==> src/rtl/blackjack_pkg.sv <==
// Shared encodings and score arithmetic for the blackjack console.
// The round scheduler and its hand accumulators both import this package.
package blackjack_pkg;

  localparam int CARD_W  = 4;
  localparam int SCORE_W = 5;

  typedef enum logic [1:0] {
    ROLE_IDLE = 2'b00,
    ROLE_MAIN = 2'b01,
    ROLE_SIDE = 2'b11
  } role_e;

  localparam logic [1:0] RES_NONE   = 2'b00;
  localparam logic [1:0] RES_PLAYER = 2'b01;
  localparam logic [1:0] RES_DEALER = 2'b10;
  localparam logic [1:0] RES_PUSH   = 2'b11;

  typedef enum logic [3:0] {
    ST_IDLE,
    ST_DEAL_P1,
    ST_DEAL_D1,
    ST_DEAL_P2,
    ST_DEAL_D2,
    ST_PLAYER_TURN,
    ST_PLAYER_DRAW,
    ST_DEALER_CHECK,
    ST_DEALER_DRAW,
    ST_RESULT
  } state_e;

  // An ace counts as 11 only while that cannot push the hand past 21.
  function automatic logic [SCORE_W-1:0] eff_score(input logic [SCORE_W-1:0] hard,
                                                    input logic               ace);
    if (ace && (hard <= 5'd11)) return hard + 5'd10;
    return hard;
  endfunction

endpackage

==> src/rtl/hand_accumulator.sv <==
// One blackjack hand: saturating hard sum plus an ace flag.
// eff_next_o previews the effective score if value_i were added this cycle.
module hand_accumulator
  import blackjack_pkg::*;
(
  input  logic               clk,
  input  logic               rst,
  input  logic               clear_i,
  input  logic               add_i,
  input  logic [CARD_W-1:0]  value_i,
  output logic [SCORE_W-1:0] hard_o,
  output logic               has_ace_o,
  output logic [SCORE_W-1:0] eff_next_o
);

  logic [SCORE_W-1:0] hard_q, hard_d;
  logic               ace_q, ace_d;
  logic [CARD_W-1:0]  card;
  logic [SCORE_W:0]   sum;

  // Out-of-range card codes are scored as a ten-value card.
  assign card = ((value_i == 4'd0) || (value_i > 4'd10)) ? 4'd10 : value_i;
  assign sum  = {1'b0, hard_q} + {2'b00, card};

  always_comb begin
    hard_d = (sum > 6'd31) ? 5'd31 : sum[SCORE_W-1:0];
    ace_d  = ace_q | (card == 4'd1);
  end

  always_ff @(posedge clk) begin
    if (rst || clear_i) begin
      hard_q <= '0;
      ace_q  <= 1'b0;
    end else if (add_i) begin
      hard_q <= hard_d;
      ace_q  <= ace_d;
    end
  end

  assign hard_o     = hard_q;
  assign has_ace_o  = ace_q;
  assign eff_next_o = eff_score(hard_d, ace_d);

endmodule

==> src/rtl/turn_scheduler.sv <==
// Round sequencer for the master console: deal, player turn, dealer turn, result.
// Owns the shared card source handshake and both hand accumulators.
module turn_scheduler
  import blackjack_pkg::*;
#(
  parameter int DEALER_STAND = 17,
  parameter int BLACKJACK    = 21
) (
  input  logic              clk,
  input  logic              rst,
  input  logic [1:0]        selected_player,
  input  logic              start,
  input  logic              hit,
  input  logic              stand,
  input  logic              new_round,
  output logic              card_req,
  input  logic              card_ack,
  input  logic [CARD_W-1:0] card_value,
  output logic [SCORE_W-1:0] player_score,
  output logic [SCORE_W-1:0] dealer_score,
  output logic              player_turn,
  output logic [1:0]        result,
  output logic              result_valid
);

  localparam logic [SCORE_W-1:0] STAND_L = SCORE_W'(DEALER_STAND);
  localparam logic [SCORE_W-1:0] BJ_L    = SCORE_W'(BLACKJACK);

  state_e             state_q, state_d;
  logic               card_req_q, card_req_d;
  logic [1:0]         result_q, result_d;
  logic [SCORE_W-1:0] player_score_q, dealer_score_q;
  logic               player_turn_q, result_valid_q;

  logic               active, ack_ok, clear_hands, p_add, d_add;
  logic [SCORE_W-1:0] p_hard, d_hard, p_eff, d_eff, p_eff_next, d_eff_next;
  logic               p_ace, d_ace;

  hand_accumulator u_player (
    .clk        (clk),
    .rst        (rst),
    .clear_i    (clear_hands),
    .add_i      (p_add),
    .value_i    (card_value),
    .hard_o     (p_hard),
    .has_ace_o  (p_ace),
    .eff_next_o (p_eff_next)
  );

  hand_accumulator u_dealer (
    .clk        (clk),
    .rst        (rst),
    .clear_i    (clear_hands),
    .add_i      (d_add),
    .value_i    (card_value),
    .hard_o     (d_hard),
    .has_ace_o  (d_ace),
    .eff_next_o (d_eff_next)
  );

  assign p_eff  = eff_score(p_hard, p_ace);
  assign d_eff  = eff_score(d_hard, d_ace);
  assign active = (selected_player == ROLE_MAIN);
  // Acks are only meaningful while a request is outstanding.
  assign ack_ok = card_req_q && card_ack;

  always_comb begin
    state_d     = state_q;
    result_d    = result_q;
    clear_hands = 1'b0;
    p_add       = 1'b0;
    d_add       = 1'b0;

    if ((state_q != ST_IDLE) && !active) begin
      state_d     = ST_IDLE;
      result_d    = RES_NONE;
      clear_hands = 1'b1;
    end else begin
      case (state_q)
        ST_IDLE: begin
          if (start && active) begin
            state_d     = ST_DEAL_P1;
            result_d    = RES_NONE;
            clear_hands = 1'b1;
          end
        end
        ST_DEAL_P1: if (ack_ok) begin p_add = 1'b1; state_d = ST_DEAL_D1; end
        ST_DEAL_D1: if (ack_ok) begin d_add = 1'b1; state_d = ST_DEAL_P2; end
        ST_DEAL_P2: if (ack_ok) begin p_add = 1'b1; state_d = ST_DEAL_D2; end
        ST_DEAL_D2: if (ack_ok) begin d_add = 1'b1; state_d = ST_PLAYER_TURN; end
        ST_PLAYER_TURN: begin
          if (p_eff == BJ_L)  state_d = ST_DEALER_CHECK;
          else if (stand)     state_d = ST_DEALER_CHECK;
          else if (hit)       state_d = ST_PLAYER_DRAW;
        end
        ST_PLAYER_DRAW: begin
          if (ack_ok) begin
            p_add = 1'b1;
            if (p_eff_next > BJ_L) begin
              state_d  = ST_RESULT;
              result_d = RES_DEALER;
            end else if (p_eff_next == BJ_L) begin
              state_d = ST_DEALER_CHECK;
            end else begin
              state_d = ST_PLAYER_TURN;
            end
          end
        end
        ST_DEALER_CHECK: begin
          if (d_eff >= STAND_L) begin
            state_d = ST_RESULT;
            if (d_eff > BJ_L)       result_d = RES_PLAYER;
            else if (p_eff > d_eff) result_d = RES_PLAYER;
            else if (p_eff < d_eff) result_d = RES_DEALER;
            else                    result_d = RES_PUSH;
          end else begin
            state_d = ST_DEALER_DRAW;
          end
        end
        ST_DEALER_DRAW: if (ack_ok) begin d_add = 1'b1; state_d = ST_DEALER_CHECK; end
        ST_RESULT:      if (new_round) state_d = ST_IDLE;
        default:        state_d = ST_IDLE;
      endcase
    end

    // Request drops for a cycle after every accepted card, then re-arms
    // if the next state also needs a card.
    card_req_d = 1'b0;
    case (state_d)
      ST_DEAL_P1, ST_DEAL_D1, ST_DEAL_P2, ST_DEAL_D2,
      ST_PLAYER_DRAW, ST_DEALER_DRAW: card_req_d = !ack_ok;
      default:                        card_req_d = 1'b0;
    endcase
  end

  always_ff @(posedge clk) begin
    if (rst) begin
      state_q        <= ST_IDLE;
      card_req_q     <= 1'b0;
      result_q       <= RES_NONE;
      player_score_q <= '0;
      dealer_score_q <= '0;
      player_turn_q  <= 1'b0;
      result_valid_q <= 1'b0;
    end else begin
      state_q        <= state_d;
      card_req_q     <= card_req_d;
      result_q       <= result_d;
      player_score_q <= p_eff;
      dealer_score_q <= d_eff;
      player_turn_q  <= (state_d == ST_PLAYER_TURN);
      result_valid_q <= (state_d == ST_RESULT);
    end
  end

  assign card_req     = card_req_q;
  assign player_score = player_score_q;
  assign dealer_score = dealer_score_q;
  assign player_turn  = player_turn_q;
  assign result       = result_q;
  assign result_valid = result_valid_q;

endmodule
==> config.mk <==
export PLATFORM = sky130hd
export DESIGN_NAME = turn_scheduler
export DESIGN_NICKNAME = d
export VERILOG_FILES = /design/src/rtl/blackjack_pkg.sv /design/src/rtl/hand_accumulator.sv /design/src/rtl/turn_scheduler.sv
export SDC_FILE = /design/constraint.sdc
export NUM_CORES = 1
export LEC_CHECK = 0
export ABC_CLOCK_PERIOD_IN_PS = 6020
export CAP_MARGIN = 10
export CELL_PAD_IN_SITES_DETAIL_PLACEMENT = 1
export CELL_PAD_IN_SITES_GLOBAL_PLACEMENT = 1
export CORE_AREA = 2 2 100 78
export DETAILED_ROUTE_END_ITERATION = 8
export DIE_AREA = 0 0 102 80
export PLACE_DENSITY = 0.7
export SYNTH_ARGS = -nofsm -noshare
export SYNTH_HDL_FRONTEND = slang
export SYNTH_HIERARCHICAL = 1
export SYNTH_SLANG_ARGS = --single-unit
export TNS_END_PERCENT = 30
==> constraint.sdc <==
create_clock -name clk -period 6.02 [get_ports clk]
set_input_delay 1.204 -clock clk [delete_from_list [all_inputs] [get_ports clk]]
set_output_delay 1.204 -clock clk [all_outputs]
set_load 0.02 [all_outputs]
==> results of run 1 <==
[layer usage]
layer  vias to the layer above  GRT usage
li1                       1251          -
met5                         -          0
met2                        37      0.289
met3                         9     0.0306
met4                         0     0.0453
met1                      1251      0.286
[state kept, by name, summed over array words and instances (netlist names)]
signal,flops
card_req,1
dealer_score,5
player_score,5
player_turn,1
result,2
result_valid,1
state_q,4
u_dealer/hard_o,5
u_dealer/has_ace_o,1
u_player/hard_o,5
u_player/has_ace_o,1
[critical path: stages]
cell             delay, ps
clkdlybuf4s50_1        570
or2_2                  360
a21boi_0               210
ha_1                   230
inv_1                   80
fa_1                   490
nor2b_4                150
nand4_1                170
a311oi_4               390
nand2_2                120
xnor2_1                250
a21o_1                 170
nand3_1                 80
a221oi_1               520
nand2_1                150
a2111oi_2              340
o21a_1                 170
[power by group]
part | switching (mW) | internal [mW]
clock network | 0.0717 | 0.0769
logic | 0.0797 | 0.0660
registers | 0.0212 | 0.212
[worst max path at each step]
| stage | end | slack (ps) |
|---|---|---|
| floorplan | card_req$_SDFF_PP0_ | 1430 |
| global placement | card_req$_SDFF_PP0_ | 610 |
| detailed placement | card_req$_SDFF_PP0_ | 380 |
| CTS | card_req$_SDFF_PP0_ | 650 |
| global route | card_req$_SDFF_PP0_ | 190 |
| finish | card_req$_SDFF_PP0_ | 610 |
[layout make-up]
class / instances / area, um2 / share of cell area
repair buffers: 29 / 285 / 0.0938
multi-input cells: 258 / 1850 / 0.610
flip-flops and latches: 31 / 621 / 0.204
well taps: 101 / 126 / 0.0415
clock buffers: 6 / 72.6 / 0.0239
inverters: 22 / 82.6 / 0.0271
[through the flow]
step           cells  setup WS [ps]  power [mW]
2_1_floorplan    327           1430       0.335
3_3_place_gp     441            607       0.377
3_5_place_dp     441            377       0.382
4_1_cts          447            653       0.532
5_1_grt          447            194       0.557
6_report         447            607       0.528
==> results.ini, run 1 <==
[power]
p_per_area_mw_per_mm2 = 174
vdd_drop_max_mv = 0.120
leakagePower_nw = 1.14

[timing]
final.setup_skew_ps = 4.62
fin_tns_setup_ps = 0
post-route-period-util = 0.899
fin_worst_hold_slack_ps = 550
setup_viol = 0
worst_pin_slew_ps = 776
rsz0062_at_grt = no
relSlewSlack = 0.477
maxSlewViolCount = 0
clock.fmax_mhz = 185
layout_min_cycle_time_ps = 5410
hold_viol_final = 0

[clock_tree]
tritoncts = built
cts.path.max_buffers = 2
clk_pin_slew_ps = 60
ctsHoldBuffers = 0
clk-insertion-delay-late_ps = 280
cts_buffers = 5
cts_setup_buffers = 0
cts.sinks = 31
root_buffer = clkbuf_8
cts_resized = 0
htreeDepth = 2

[grt]
antenna_found_initial = 0
track_usage = 0.193
grt_max_degree = 21
grt_pass1_wl_um = 12600
grt_pass1_vias = 2480
globalRoute.totalOverflow = 0

[detailed_routing]
drcViolationCount = 0
route.met2.wl_um = 3270
via_per_inst = 5.70
drtPass1Iterations = 4
vias = 2548
wl_met3_um = 272
wl_um = 7450
wl_met1_um = 3820
drtAntennaViolNets = 0
drtIter0Drc = 127
top_layer_used = met4
wl_per_cell_um = 16.7

[worst_setup_path]
r2r-end = card_req$_SDFF_PP0_
timing.rr.start = u_player/hard_o[0]$_SDFFE_PP0P_
reg2reg_slack_ps = 2210
critical_path_class = input pin to register
cp-end-kind = register
cp.arrival_ps = 5640
worstPathRequired_ps = 6250
r2r_cells = 14
cp-start-kind = input pin
crit_start = card_value[2]
path_max_fanout = 10

[die]
core-area_mm2 = 0.00716
die_w_um = 102
die-area_mm2 = 0.00816
pin_count = 28
row_count = 27
die_h_um = 80
start_util = 0.369

[synthesis]
avgSynthCellArea_um2 = 8.09
synth_area_mm2 = 0.00265
syn-num-nets = 358
postSynthCellCount = 327
ys_warn_count = 6

[final_layout]
fin_nets = 378
drive_gt1_frac = 0.0780
mostFrequentLayoutCells = nor2_1, dfxtp_1, clkdlybuf4s50_1
fill_cells = 883
final_util = 0.425
syn2layout_area_growth_pct = 15.0
diodes = 0
stdcell_area_mm2 = 0.00304

[hold_path]
hp-class = register to register
hold_end = u_dealer/has_ace_o$_SDFFE_PP0P_
holdPathStages = 2
hp-start = u_dealer/has_ace_o$_SDFFE_PP0P_

[placement]
placed_area_mm2 = 0.00297
gp_congestion = 0.803
io_buffers = 27
dp_hpwl_um = 5810

[flow_run]
drv_cap = 0

[outcome]
status = finished, final reports clean

Power figures use the tool's default switching activity.
==> run 2: changes to the inputs <==
- ABC_CLOCK_PERIOD_IN_PS: 6020 -> default
- CORE_AREA: 2 2 100 78 -> 2 2 94 74
- DIE_AREA: 0 0 102 80 -> 0 0 96 76
- PLACE_DENSITY: 0.7 -> 0.71
- SYNTH_HIERARCHICAL: 1 -> default
==> results.ini, run 2 <==
[die]
start_util = 0.382  ; +0.0122
row_count = 26  ; -3.7%
die_w_um = 96  ; -5.9%
pin_count = 28  ; unchanged
die-area_mm2 = 0.00730  ; -11%
core-area_mm2 = 0.00647  ; -9.6%
die_h_um = 76  ; -5.0%

[timing]
rsz0062_at_grt = no
maxSlewViolCount = 0  ; unchanged
setup_viol = 0  ; unchanged
clock.fmax_mhz = 195  ; +5.6%
hold_viol_final = 0  ; unchanged
layout_min_cycle_time_ps = 5130  ; -285 ps
relSlewSlack = 0.566  ; +0.0886
post-route-period-util = 0.852  ; -0.0473
fin_tns_setup_ps = 0  ; unchanged
worst_pin_slew_ps = 650  ; -126 ps
fin_worst_hold_slack_ps = 506  ; -44.1 ps
final.setup_skew_ps = 6.93  ; +2.31 ps
fin_ws_ps = 892  ; +285 ps

[final_layout]
fin_nets = 366  ; -3.2%
final_cells = 417  ; -6.7%
syn2layout_area_growth_pct = 15.9
fill_cells = 789  ; -11%
diodes = 0  ; unchanged
stdcell_area_mm2 = 0.00286  ; -5.9%
final_common_cell = nor2_1
mostFrequentLayoutCells = nor2_1, dfxtp_1, clkdlybuf4s50_1
drive_gt1_frac = 0.0721  ; -0.00596

[grt]
globalRoute.totalOverflow = 0  ; unchanged
grt_max_degree = 20  ; -4.8%
grt_pass1_vias = 2341  ; -5.6%
antenna_found_initial = 0  ; unchanged
grt_pass1_wl_um = 11400  ; -8.9%
track_usage = 0.197  ; +0.00389

[hold_path]
hp-class = register to register
hp-start = result[1]$_SDFFE_PP0P_

[clock_tree]
root_buffer = clkbuf_8
tritoncts = built
cts_buffers = 5  ; unchanged
clk_pin_slew_ps = 60  ; about the same
cts.path.max_buffers = 2  ; unchanged
cts_setup_buffers = 0  ; unchanged
htreeDepth = 2  ; unchanged
ctsHoldBuffers = 0  ; unchanged
clk-insertion-delay-late_ps = 290  ; about the same
cts.sinks = 31  ; unchanged
cts_resized = 0  ; unchanged

[placement]
placed_area_mm2 = 0.00278  ; -6.5%
preCtsSetupSlack_ps = 669  ; +293 ps
io_buffers = 27  ; unchanged
dp_hpwl_um = 5290  ; -8.8%
gp_congestion = 0.913  ; +14%
dp.cells = 409  ; -7.3%

[worst_setup_path]
timing.rr.start = u_player.hard_o[0]$_SDFFE_PP0P_
cp-start-kind = input pin
cp-end-kind = register
crit_start = card_value[2]
cp.arrival_ps = 5340  ; -300 ps
worstPathRequired_ps = 6240  ; about the same
critical_path_class = input pin to register
path_max_fanout = 5  ; -5

[detailed_routing]
drtIter0Drc = 104  ; -18%
drtAntennaViolNets = 0  ; unchanged
drcViolationCount = 0  ; unchanged
drtPass1Iterations = 5  ; +1
vias = 2306  ; -9.5%
wl_um = 6680  ; -10%
wl_per_cell_um = 16.0  ; -3.8%
via_per_inst = 5.53  ; -3.0%

[synthesis]
synth_top_cell_by_area = dfxtp_1
ys_types = 67
synth_common_cells = nor2_1, dfxtp_1, ha_1
synth_ff_type = dfxtp_1
avgSynthCellArea_um2 = 7.89  ; -2.4%
synth_top_area_frac = 0.251
synthTopCellsByArea = dfxtp_1, ha_1, nor2_1, a21oi_1, nand2_1
synth-edff-count = 0
synth-seq-area-share = 0.251
syn-num-nets = 347  ; -3.1%
synth.most_common_cell = nor2_1
async_reset_ff_frac = 0
postSynthCellCount = 313  ; -4.3%
synth_area_mm2 = 0.00247  ; -6.6%
ys_warn_count = 0  ; -6
ys_seq_elements = 31

[power]
vdd_drop_max_mv = 0.0814  ; -32%
p_per_area_mw_per_mm2 = 185  ; +6.3%
leakagePower_nw = 1.09  ; -4.8%

[outcome]
status = finished, final reports clean

[flow_run]
drv_cap = 0  ; unchanged

[run 2: layout make-up]
class                   count  area, um2  share of cell area
clock buffers               6       72.6              0.0254
clock inverters             2       12.5             0.00437
inverters                  17       63.8              0.0223
multi-input cells         250       1720               0.600
flip-flops and latches     31        621               0.217
well taps                  84        105              0.0367
repair buffers             27        270              0.0944
[run 2: through the flow]
step | power [mW] | utilization
2_1_floorplan | 0.330 | -
3_3_place_gp | 0.367 | 0.429
3_5_place_dp | 0.370 | 0.429
4_1_cts | 0.533 | 0.442
5_1_grt | 0.563 | 0.442
6_report | 0.528 | 0.442
[run 2: layer usage]
| layer | GRT usage | vias to the layer above | wire, um |
|---|---|---|---|
| met1 | 0.276 | 1100 | 3410 |
| met2 | 0.310 | 26 | 3010 |
| li1 | - | 1171 | - |
| met4 | 0.0471 | 0 | 77 |
| met3 | 0.0356 | 9 | 180 |
| met5 | 0 | - | 0 |
[run 2: path summary, 6_finish.rpt]
kind / endpoint / slack, ps / depth (start not counted)
worst min register to register: result[1]$_SDFFE_PP0P_ / 510 / 2
worst min-delay path: result[1]$_SDFFE_PP0P_ / 510 / 2
worst max register to register: result[0]$_SDFFE_PP0P_ / 2470 / 14
worst max-delay path: result[0]$_SDFFE_PP0P_ / 890 / 17
[run 2: power breakdown]
group	switching [mW]	leakage, nW	total, mW	internal, mW
clock network	0.0819	0.0412	0.163	0.0807
registers	0.0189	0.250	0.231	0.212
logic	0.0763	0.799	0.134	0.0580
[run 2: worst max-delay path: stages]
cell and delay, ps:
clkdlybuf4s50_1 460, or2_2 310, a21boi_0 270, ha_1 260, inv_1 80, fa_1 480, xnor2_1 430, a221oi_4 80
ha_1 340, nor2b_1 120, o221ai_1 120, a41oi_1 230, mux2_2 200, o2111ai_1 270, nand2_1 190, a32oi_1 110
a21oi_1 170
[run 2: cell families after synthesis]
| group | Yosys count | share of synthesized area |
|---|---|---|
| AND/OR/NAND/NOR | 132 | 0.277 |
| flip-flops | 31 | 0.251 |
| adder cells (fa/ha/maj) | 22 | 0.117 |
| XOR/XNOR | 7 | 0.0248 |
| buffers and inverters | 32 | 0.0537 |
| multiplexers | 7 | 0.0294 |
| AO/OA/AOI/OAI | 82 | 0.247 |
==> run 3: changes to the inputs <==
- REMOVE_ABC_BUFFERS: default -> 1
- SETUP_SLACK_MARGIN: default -> 0.02
==> results.ini, run 3 (synthesized netlist as in run 2, its figures left out) <==
[outcome]
status = finished, final reports clean

[worst_setup_path]
critical_path_class = input pin to register
cp-end-kind = register
worstPathRequired_ps = 6240  ; about the same
path_max_fanout = 5  ; unchanged
cp-start-kind = input pin
cp.arrival_ps = 5290  ; -50 ps

[clock_tree]
cts_buffers = 5  ; unchanged
cts.path.max_buffers = 2  ; unchanged
cts.sinks = 31  ; unchanged
ctsHoldBuffers = 0  ; unchanged
clk_pin_slew_ps = 70  ; about the same
root_buffer = clkbuf_8
clk-insertion-delay-late_ps = 290  ; about the same
cts_setup_buffers = 0  ; unchanged
tritoncts = built
htreeDepth = 2  ; unchanged
cts_resized = 0  ; unchanged

[final_layout]
mostFrequentLayoutCells = nor2_1, dfxtp_1, clkdlybuf4s50_1
fill_cells = 806  ; +2.2%
diodes = 0  ; unchanged
fin_nets = 366  ; unchanged
final_common_cell = nor2_1
syn2layout_area_growth_pct = 17.2
drive_gt1_frac = 0.0751  ; +0.00300

[grt]
grt_max_degree = 20  ; unchanged
globalRoute.totalOverflow = 0  ; unchanged
grt_pass1_vias = 2253  ; -3.8%
antenna_found_initial = 0  ; unchanged
track_usage = 0.189  ; -0.00735
grt_pass1_wl_um = 11000  ; -3.7%

[power]
p_per_area_mw_per_mm2 = 201  ; +8.7%
swShare = 0.304  ; -0.0317
intPower_mw = 0.404  ; +15%
switchingPower_mw = 0.176  ; -0.44%
clkPwrFrac = 0.370  ; +0.062
pwr-share-comb = 0.234  ; -0.020
total_power_mw = 0.581  ; +9.9%
pwr-share-seq = 0.396  ; -0.042
vdd_drop_max_mv = 0.0784  ; -3.6%
leakagePower_nw = 1.11  ; +1.8%

[timing]
worst_pin_slew_ps = 791  ; +140 ps
final.setup_skew_ps = 9.87  ; +2.94 ps
fin_tns_setup_ps = 0  ; unchanged
fin_ws_ps = 951  ; +59.2 ps
clock.fmax_mhz = 197  ; +1.2%
fin_worst_hold_slack_ps = 493  ; -12.7 ps
hold_viol_final = 0  ; unchanged
rsz0062_at_grt = no
setup_viol = 0  ; unchanged
layout_min_cycle_time_ps = 5070  ; -59.2 ps
maxSlewViolCount = 0  ; unchanged
relSlewSlack = 0.465  ; -0.100
post-route-period-util = 0.842  ; -0.00983

[die]
pin_count = 28  ; unchanged
core-area_mm2 = 0.00647  ; unchanged
die_w_um = 96  ; unchanged
row_count = 26  ; unchanged
start_util = 0.382  ; unchanged
die_h_um = 76  ; unchanged
die-area_mm2 = 0.00730  ; unchanged

[flow_run]
drv_cap = 0  ; unchanged

[detailed_routing]
vias = 2352  ; +2.0%
drcViolationCount = 0  ; unchanged
drtAntennaViolNets = 0  ; unchanged
wl_per_cell_um = 15.8  ; -1.5%
via_per_inst = 5.64  ; +2.0%
drtPass1Iterations = 4  ; -1
wl_um = 6580  ; -1.5%
drtIter0Drc = 110  ; +5.8%

[placement]
dp_hpwl_um = 5180  ; -2.2%
io_buffers = 27  ; unchanged
gp_congestion = 0.889  ; -2.6%
preCtsSetupSlack_ps = 711  ; +41.7 ps

[hold_path]
hp-class = register to register

## run 3: changes by cell type in the layout (fill, tap and decap cells not counted)
| cell | change |
|---|---|
| bufinv_16 | +1 |
| clkbuf_1 | -1 |
| clkbuf_8 | +1 |
| clkinvlp_4 | -1 |
## run 3: worst paths after layout
check,start,end,slack [ps],depth (start not counted)
max,card_value[2],result[0]$_SDFFE_PP0P_,950,17
min,result[0]$_SDFFE_PP0P_,result[0]$_SDFFE_PP0P_,490,2
max reg2reg,u_player.hard_o[1]$_SDFFE_PP0P_,result[0]$_SDFFE_PP0P_,2500,13
min reg2reg,result[0]$_SDFFE_PP0P_,result[0]$_SDFFE_PP0P_,490,2
## run 3: area by class of cell
type                            count  area, um2  area share
Multi-Input combinational cell    250       1720       0.593
Clock buffer                        6       82.6      0.0285
Inverter                           17       63.8      0.0220
Sequential cell                    31        621       0.214
Timing Repair Buffer               27        270      0.0934
Clock inverter                      2       35.0      0.0121
Tap cell                           84        105      0.0363
## run 3: worst max-delay path, cell delays in order
cell,delay [ps]
clkdlybuf4s50_1,460
or2_2,300
a21boi_0,270
ha_1,270
inv_1,70
fa_1,470
xnor2_1,390
a221oi_4,80
ha_1,360
nor2b_1,130
o221ai_1,130
a41oi_1,220
mux2_2,200
o2111ai_1,290
nand2_1,170
a32oi_1,110
a21oi_1,150
## run 3: layer usage
| layer | track usage | wire [um] | vias up |
|---|---|---|---|
| met5 | 0 | 0 | - |
| met1 | 0.285 | 3460 | 1118 |
| li1 | - | - | 1177 |
| met3 | 0.0277 | 208 | 10 |
| met4 | 0.0571 | 91 | 0 |
| met2 | 0.275 | 2820 | 47 |
## run 3: power groups by stage
stage	clock network [mW]	logic (mW)	registers, mW
after floorplan	0	0.0914	0.233
after global placement	0	0.134	0.235
after detailed placement	0	0.134	0.234
after CTS	0.219	0.135	0.230
after global routing	0.225	0.152	0.232
final	0.215	0.136	0.230
## run 3: stage by stage
stage	std cells	utilization	instance area, um2
4_1_cts	417	0.447	2890
6_report	417	0.447	2890
2_1_floorplan	298	-	2400
5_1_grt	417	0.447	2890
3_5_place_dp	409	0.429	2780
3_3_place_gp	409	0.429	2780
